`config.mk`:
```
export PLATFORM = sky130hd
export DESIGN_NAME = bin2rns_seq
export DESIGN_NICKNAME = d
export VERILOG_FILES = /design/src/rtl/bin2rns_pkg.sv /design/src/rtl/rns_mod_step.sv /design/src/rtl/bin2rns_seq.sv
export SDC_FILE = /design/constraint.sdc
export NUM_CORES = 1
export LEC_CHECK = 0
export ABC_AREA = 1
export ABC_CLOCK_PERIOD_IN_PS = 4260
export BUFFER_PORTS_ARGS = -buffer_cell sky130_fd_sc_hd__buf_2
export CAP_MARGIN = 20
export CORE_MARGIN = 3
export CORE_UTILIZATION = 49
export DETAILED_ROUTE_END_ITERATION = 8
export GPL_TIMING_DRIVEN = 0
export PLACE_DENSITY = 0.71
export SYNTH_ARGS = -nofsm -noshare
export SYNTH_HDL_FRONTEND = slang
export SYNTH_HIERARCHICAL = 1
export SYNTH_SLANG_ARGS = --single-unit
```
`constraint.sdc`:
```
create_clock -name clk -period 4.26 [get_ports clk]
set_input_delay 0.852 -clock clk [delete_from_list [all_inputs] [get_ports clk]]
set_output_delay 0.852 -clock clk [all_outputs]
set_load 0.03 [all_outputs]
```
`src/rtl/bin2rns_pkg.sv`:
```
// Shared types and constants for the sequential binary-to-RNS converter.
package bin2rns_pkg;

  // Converter phases; the encoding is visible on the state_dbg port.
  typedef enum logic [1:0] {
    IDLE = 2'd0,
    CONV = 2'd1,
    FIX  = 2'd2,
    DONE = 2'd3
  } state_t;

  // Smallest modulus that yields a meaningful residue.
  localparam int MOD_MIN = 2;

  // Default residue/modulus width and the matching channel types.
  localparam int DEF_MOD_W = 4;
  typedef logic [DEF_MOD_W-1:0] residue_t;
  typedef logic [DEF_MOD_W-1:0] modulus_t;

endpackage

```
`src/rtl/rns_mod_step.sv`:
```
// One MSB-first Horner step for a single RNS channel: r' = (2*r + bit) mod m.
// Because r < m holds on entry, 2*r + bit < 2*m, so a single conditional
// subtract brings the value back into range.
module rns_mod_step #(
  parameter int MOD_W = 4
) (
  input  logic [MOD_W-1:0] r,
  input  logic             bit_in,
  input  logic [MOD_W-1:0] m,
  output logic [MOD_W-1:0] r_next
);

  logic [MOD_W:0] t;
  logic [MOD_W:0] diff;

  // Double-and-add, then reduce once.
  always_comb begin
    t      = {r, bit_in};
    diff   = t - {1'b0, m};
    r_next = (t >= {1'b0, m}) ? diff[MOD_W-1:0] : t[MOD_W-1:0];
  end

endmodule

```
`src/rtl/bin2rns_seq.sv`:
```
// Sequential binary-to-RNS converter: one operand bit per cycle, all
// NUM_MOD channels in parallel. Optional feature macro: BIN2RNS_SIGNED_EN
// (operand treated as two's complement; negatives are fixed up after CONV).
//
// Handshake: a transfer happens on a rising edge where valid and ready are
// both high. in_ready is high only in IDLE; out_valid is high only in DONE,
// and res_out/mod_err stay stable there until out_ready is seen.
module bin2rns_seq
  import bin2rns_pkg::*;
#(
  parameter int N_W     = 32,
  parameter int NUM_MOD = 4,
  parameter int MOD_W   = 4
) (
  input  logic                     clk,
  input  logic                     reset,
  input  logic                     in_valid,
  output logic                     in_ready,
  input  logic [N_W-1:0]           n,
  input  logic [NUM_MOD*MOD_W-1:0] mod_in,
  output logic                     out_valid,
  input  logic                     out_ready,
  output logic [NUM_MOD*MOD_W-1:0] res_out,
  output logic                     mod_err,
  output state_t                   state_dbg
);

  localparam int CNT_W = (N_W > 1) ? $clog2(N_W) : 1;

  state_t                     state_q, state_d;
  logic [CNT_W-1:0]           cnt_q;
  logic [N_W-1:0]             sh_q;
  logic [NUM_MOD*MOD_W-1:0]   mod_q;
  logic [NUM_MOD*MOD_W-1:0]   r_q;
  logic [NUM_MOD*MOD_W-1:0]   r_step;
  logic [NUM_MOD*MOD_W-1:0]   r_fix;
  logic                       sign_q;
  logic                       err_q;
  logic                       sign_in;
  logic                       err_in;
  logic [N_W-1:0]             mag;

`ifdef BIN2RNS_SIGNED_EN
  // Two's-complement operand: reduce |n| and negate the residues afterwards.
  // The magnitude is N_W bits unsigned, so the most negative value fits.
  always_comb begin
    sign_in = n[N_W-1];
    mag     = sign_in ? (~n + 1'b1) : n;
  end
`else
  // Unsigned operand: reduced as-is, FIX leaves residues untouched.
  always_comb begin
    sign_in = 1'b0;
    mag     = n;
  end
`endif

  // Flag any modulus too small to define a residue.
  always_comb begin
    err_in = 1'b0;
    for (int k = 0; k < NUM_MOD; k++) begin
      if (mod_in[k*MOD_W +: MOD_W] < MOD_W'(MOD_MIN)) err_in = 1'b1;
    end
  end

  // One Horner step per channel, all fed by the current operand MSB.
  for (genvar k = 0; k < NUM_MOD; k++) begin : g_step
    rns_mod_step #(.MOD_W(MOD_W)) u_step (
      .r      (r_q[k*MOD_W +: MOD_W]),
      .bit_in (sh_q[N_W-1]),
      .m      (mod_q[k*MOD_W +: MOD_W]),
      .r_next (r_step[k*MOD_W +: MOD_W])
    );
  end

  // Final correction: zero bad channels, map r to m-r for negative operands.
  always_comb begin
    logic [MOD_W-1:0] mk;
    logic [MOD_W-1:0] rk;
    r_fix = '0;
    mk    = '0;
    rk    = '0;
    for (int k = 0; k < NUM_MOD; k++) begin
      mk = mod_q[k*MOD_W +: MOD_W];
      rk = r_q[k*MOD_W +: MOD_W];
      if (mk < MOD_W'(MOD_MIN))
        r_fix[k*MOD_W +: MOD_W] = '0;
      else if (sign_q && (rk != '0))
        r_fix[k*MOD_W +: MOD_W] = mk - rk;
      else
        r_fix[k*MOD_W +: MOD_W] = rk;
    end
  end

  // FSM state register.
  always_ff @(posedge clk or negedge reset) begin
    if (!reset) state_q <= IDLE;
    else        state_q <= state_d;
  end

  // FSM next state and handshake outputs.
  always_comb begin
    state_d   = state_q;
    in_ready  = 1'b0;
    out_valid = 1'b0;
    case (state_q)
      IDLE: begin
        in_ready = 1'b1;
        if (in_valid) state_d = CONV;
      end
      CONV: begin
        if (cnt_q == '0) state_d = FIX;
      end
      FIX: begin
        state_d = DONE;
      end
      DONE: begin
        out_valid = 1'b1;
        if (out_ready) state_d = IDLE;
      end
      default: state_d = IDLE;
    endcase
  end

  // Datapath: latch on accept, step during CONV, correct during FIX.
  always_ff @(posedge clk or negedge reset) begin
    if (!reset) begin
      cnt_q  <= '0;
      sh_q   <= '0;
      mod_q  <= '0;
      r_q    <= '0;
      sign_q <= 1'b0;
      err_q  <= 1'b0;
    end else begin
      case (state_q)
        IDLE: begin
          if (in_valid) begin
            sh_q   <= mag;
            mod_q  <= mod_in;
            sign_q <= sign_in;
            err_q  <= err_in;
            r_q    <= '0;
            cnt_q  <= CNT_W'(N_W - 1);
          end
        end
        CONV: begin
          r_q   <= r_step;
          sh_q  <= sh_q << 1;
          cnt_q <= cnt_q - 1'b1;
        end
        FIX: begin
          r_q <= r_fix;
        end
        default: ;
      endcase
    end
  end

  assign res_out   = r_q;
  assign mod_err   = err_q;
  assign state_dbg = state_q;

endmodule

```
==> summary.md <==
| Metric | Value |
|---|---|
| Core Footprint | 0.008423 mm^2 |
| Worst Path Required | 3.41 ns |
| Commonest non-fill, non-tap cells in the layout | 238 x nand2_1, 82 x inv_1, 82 x buf_2 |
| Highest net fanout along the worst path | 6 |
| Pwr Total | 4.174 mW |
| MaxCap Viol Count | 0 |
| Reg2reg start | state_dbg[1] |
| TritonCTS clock tree | yes |
| Reg2reg setup slack | 2.26 ns |
| Num rows | 33 |
| Slowest CP cell | dfrtp_1 |
| DR WL/cell | 12.23 um |
| RSZ-0062 raised after global routing | no |
| Tightest Pin Transition | 0.5444 ns |
| Setup ws final | 1.936 ns |
| Chip width | 100.3 um |
| Layout net count | 764 |
| Place WS | 2.205 ns |
| Share of layout cells above drive strength 1 | 0.1681 |
| Root Buffer | clkbuf_8 |
| Cell area after synthesis | 0.004360 mm^2 |
| DRT antenna net count | 0 |
| Fin. Hold Viols | 0 |
| Hold Crit Class | input pin to asynchronous set/reset pin |
| Starting Density | 0.5177 |
| Fin area | 0.005099 mm^2 |
| CP Launch Type | flip-flop |
| Post-place instance area | 0.004882 mm^2 |
| Fmax | 0.4303 GHz |
| PostCTS Resize Cnt | 0 |
| Fin Hold WS | 0.2949 ns |
| Top-area cell type share of the netlist area | 0.4132 |
| R2r worst-path depth | 9 |
| Clock Skew | 0.01065 ns |
| LEAKAGE | 2.888 nW |
| Clk buf depth | 2 |
| Clk_lat worst skew | 0.35 ns |
| Peak VDD IR | 0.0004789 V |
| Cell Chain, Critical Path | inv_1, ha_1, buf_2 |
| Clk slew on worst S/H paths | 0.08 ns |
| Via Count | 3942 |
| Layout area overhead | 16.93% |
| FF+latch count, synth | 72 |
| Crit path buffers/inverters | 2 |
| Slew HR | 0.6370 |
| Remaining Overflow, GRT | 0 |
| Ranking of synthesized cells by area | dfrtp_1 41%, nand2_1 20%, o21ai_0 8.0% |
| Initial antenna violation count | 0 |
| Post-DP HPWL | 7280 um |
| Crit path kind | flip-flop to output port |
| Detailed Route WL | 9725 um |
| Status | completed |
| I/O Pins | 73 |
| Avg Synthesized Cell Area | 7.243 um^2 |
| Commonest non-fill, non-tap cell in the layout | nand2_1 |
| H-tree Lvls | 3 |
| Final setup fails | 0 |
| Post-Syn Instances | 602 |
| Final min period | 2.324 ns |
| Largest net degree at the start of global routing | 71 |
| Netlist cell types | 26 |
| Crit path DAT | 1.47 ns |
| Cts hold-fix bufs | 0 |
| Pre-antenna DRT Iters | 4 |
| Global placement routability congestion | 0.7993 |
| CP Capture Type | output port |
| Die area | 0.01007 mm^2 |
| # Post-CTS Setup Buffers | 0 |
| Vias in the first global route | 3768 |
| Synth area leader | dfrtp_1 |
| DRC viols | 0 |
| Seq/Total Area, Yosys | 0.4132 |
| Slowest stage delay, CP | 0.45 ns |
| Final Max Slew Viols | 0 |
| Avg Vias per Cell | 4.958 |
| Final period utilization | 0.5455 |
| Number of port buffers | 72 |
| Post-Syn Nets | 680 |
| Die height | 100.3 um |
| CTS Buf Count | 9 |
| Pwr per Cell Area | 818.7 mW/mm^2 |
| GRT Overall Usage | 0.2059 |
| Setup TNS | 0 ns |
| First-pass GRT wire length | 16880 um |
| YS warnings | 6 |
| CTS sink count | 72 |
| Initial drt markers | 167 |
| Crit Reg-Reg Endpoint | sh_q[24] |
| Antenna cells | 0 |
| Top delay family on crit path | flip-flops |
-- layout make-up --
| cell class | instances | area [um^2] |
|---|---|---|
| well taps | 105 | 131.4 |
| flip-flops and latches | 72 | 1802 |
| clock buffers | 9 | 123.9 |
| repair buffers | 73 | 390.4 |
| clock inverters | 6 | 92.59 |
| inverters | 85 | 319.1 |
| plain buffers | 21 | 97.59 |
| fillers | 806 | 3324 |
| multi-input cells | 424 | 2142 |
-- per-stage QoR --
step	utilization	instances
final	0.6053	795
after global routing	0.6053	795
after CTS	0.6053	795
after detailed placement	0.5796	780
after global placement	0.5761	779
after floorplan	-	602
-- where the power goes --
| part | switching (mW) | leakage (nW) | internal (mW) |
|---|---|---|---|
| combinational | 1.56 | 1.88 | 0.831 |
| sequential | 0.202 | 0.904 | 0.986 |
| clock | 0.268 | 0.102 | 0.331 |
| total | 2.03 | 2.89 | 2.15 |
-- state kept, by name, summed over array words and instances (netlist names) --
signal,flops
cnt_q,5
mod_err,1
mod_q,16
res_out,16
sh_q,32
state_dbg,2
-- cell usage after synthesis (all sizes together) --
cell type	count
nand2	246
inv	83
o21ai	74
dfrtp	72
nand3	33
ha	22
nand3b	16
nor2	16
buf	12
clkbuf	9
a21oi	6
fa	4
xor2	4
clkinv	2
nor3	1
o21a	1
or2	1
-- layer usage --
layer / track usage / vias to the layer above / share of wire
met2: 0.3481 / 83 / 0.48
met4: 0.03834 / 0 / 0.0084
met3: 0.04239 / 9 / 0.047
met1: 0.2763 / 1817 / 0.46
li1: - / 2033 / -
met5: 0 / - / 0
-- worst max-delay path by stage --
stage | start | end | slack [ns] | depth (start not counted)
4_1_cts | state_dbg[0] | in_ready | 1.93 | 3
2_1_floorplan | state_dbg[0] | in_ready | 2.32 | 2
3_3_place_gp | reset | res_out[15] | 1.87 | 1
5_1_grt | state_dbg[0] | in_ready | 1.82 | 3
3_5_place_dp | in_valid | res_out[5] | 2.20 | 7
6_report | state_dbg[0] | in_ready | 1.94 | 3
-- cell families (layout without fill, tap and decap cells) --
family / Yosys count / in the layout / share of synthesized area
buffers and inverters: 106 / 194 / 0.09555
AO/OA/AOI/OAI: 81 / 81 / 0.09785
XOR/XNOR: 4 / 4 / 0.008034
flip-flops: 72 / 72 / 0.4132
adder cells (fa/ha/maj): 26 / 26 / 0.08149
AND/OR/NAND/NOR: 313 / 313 / 0.3039
Power figures use the tool's default switching activity.
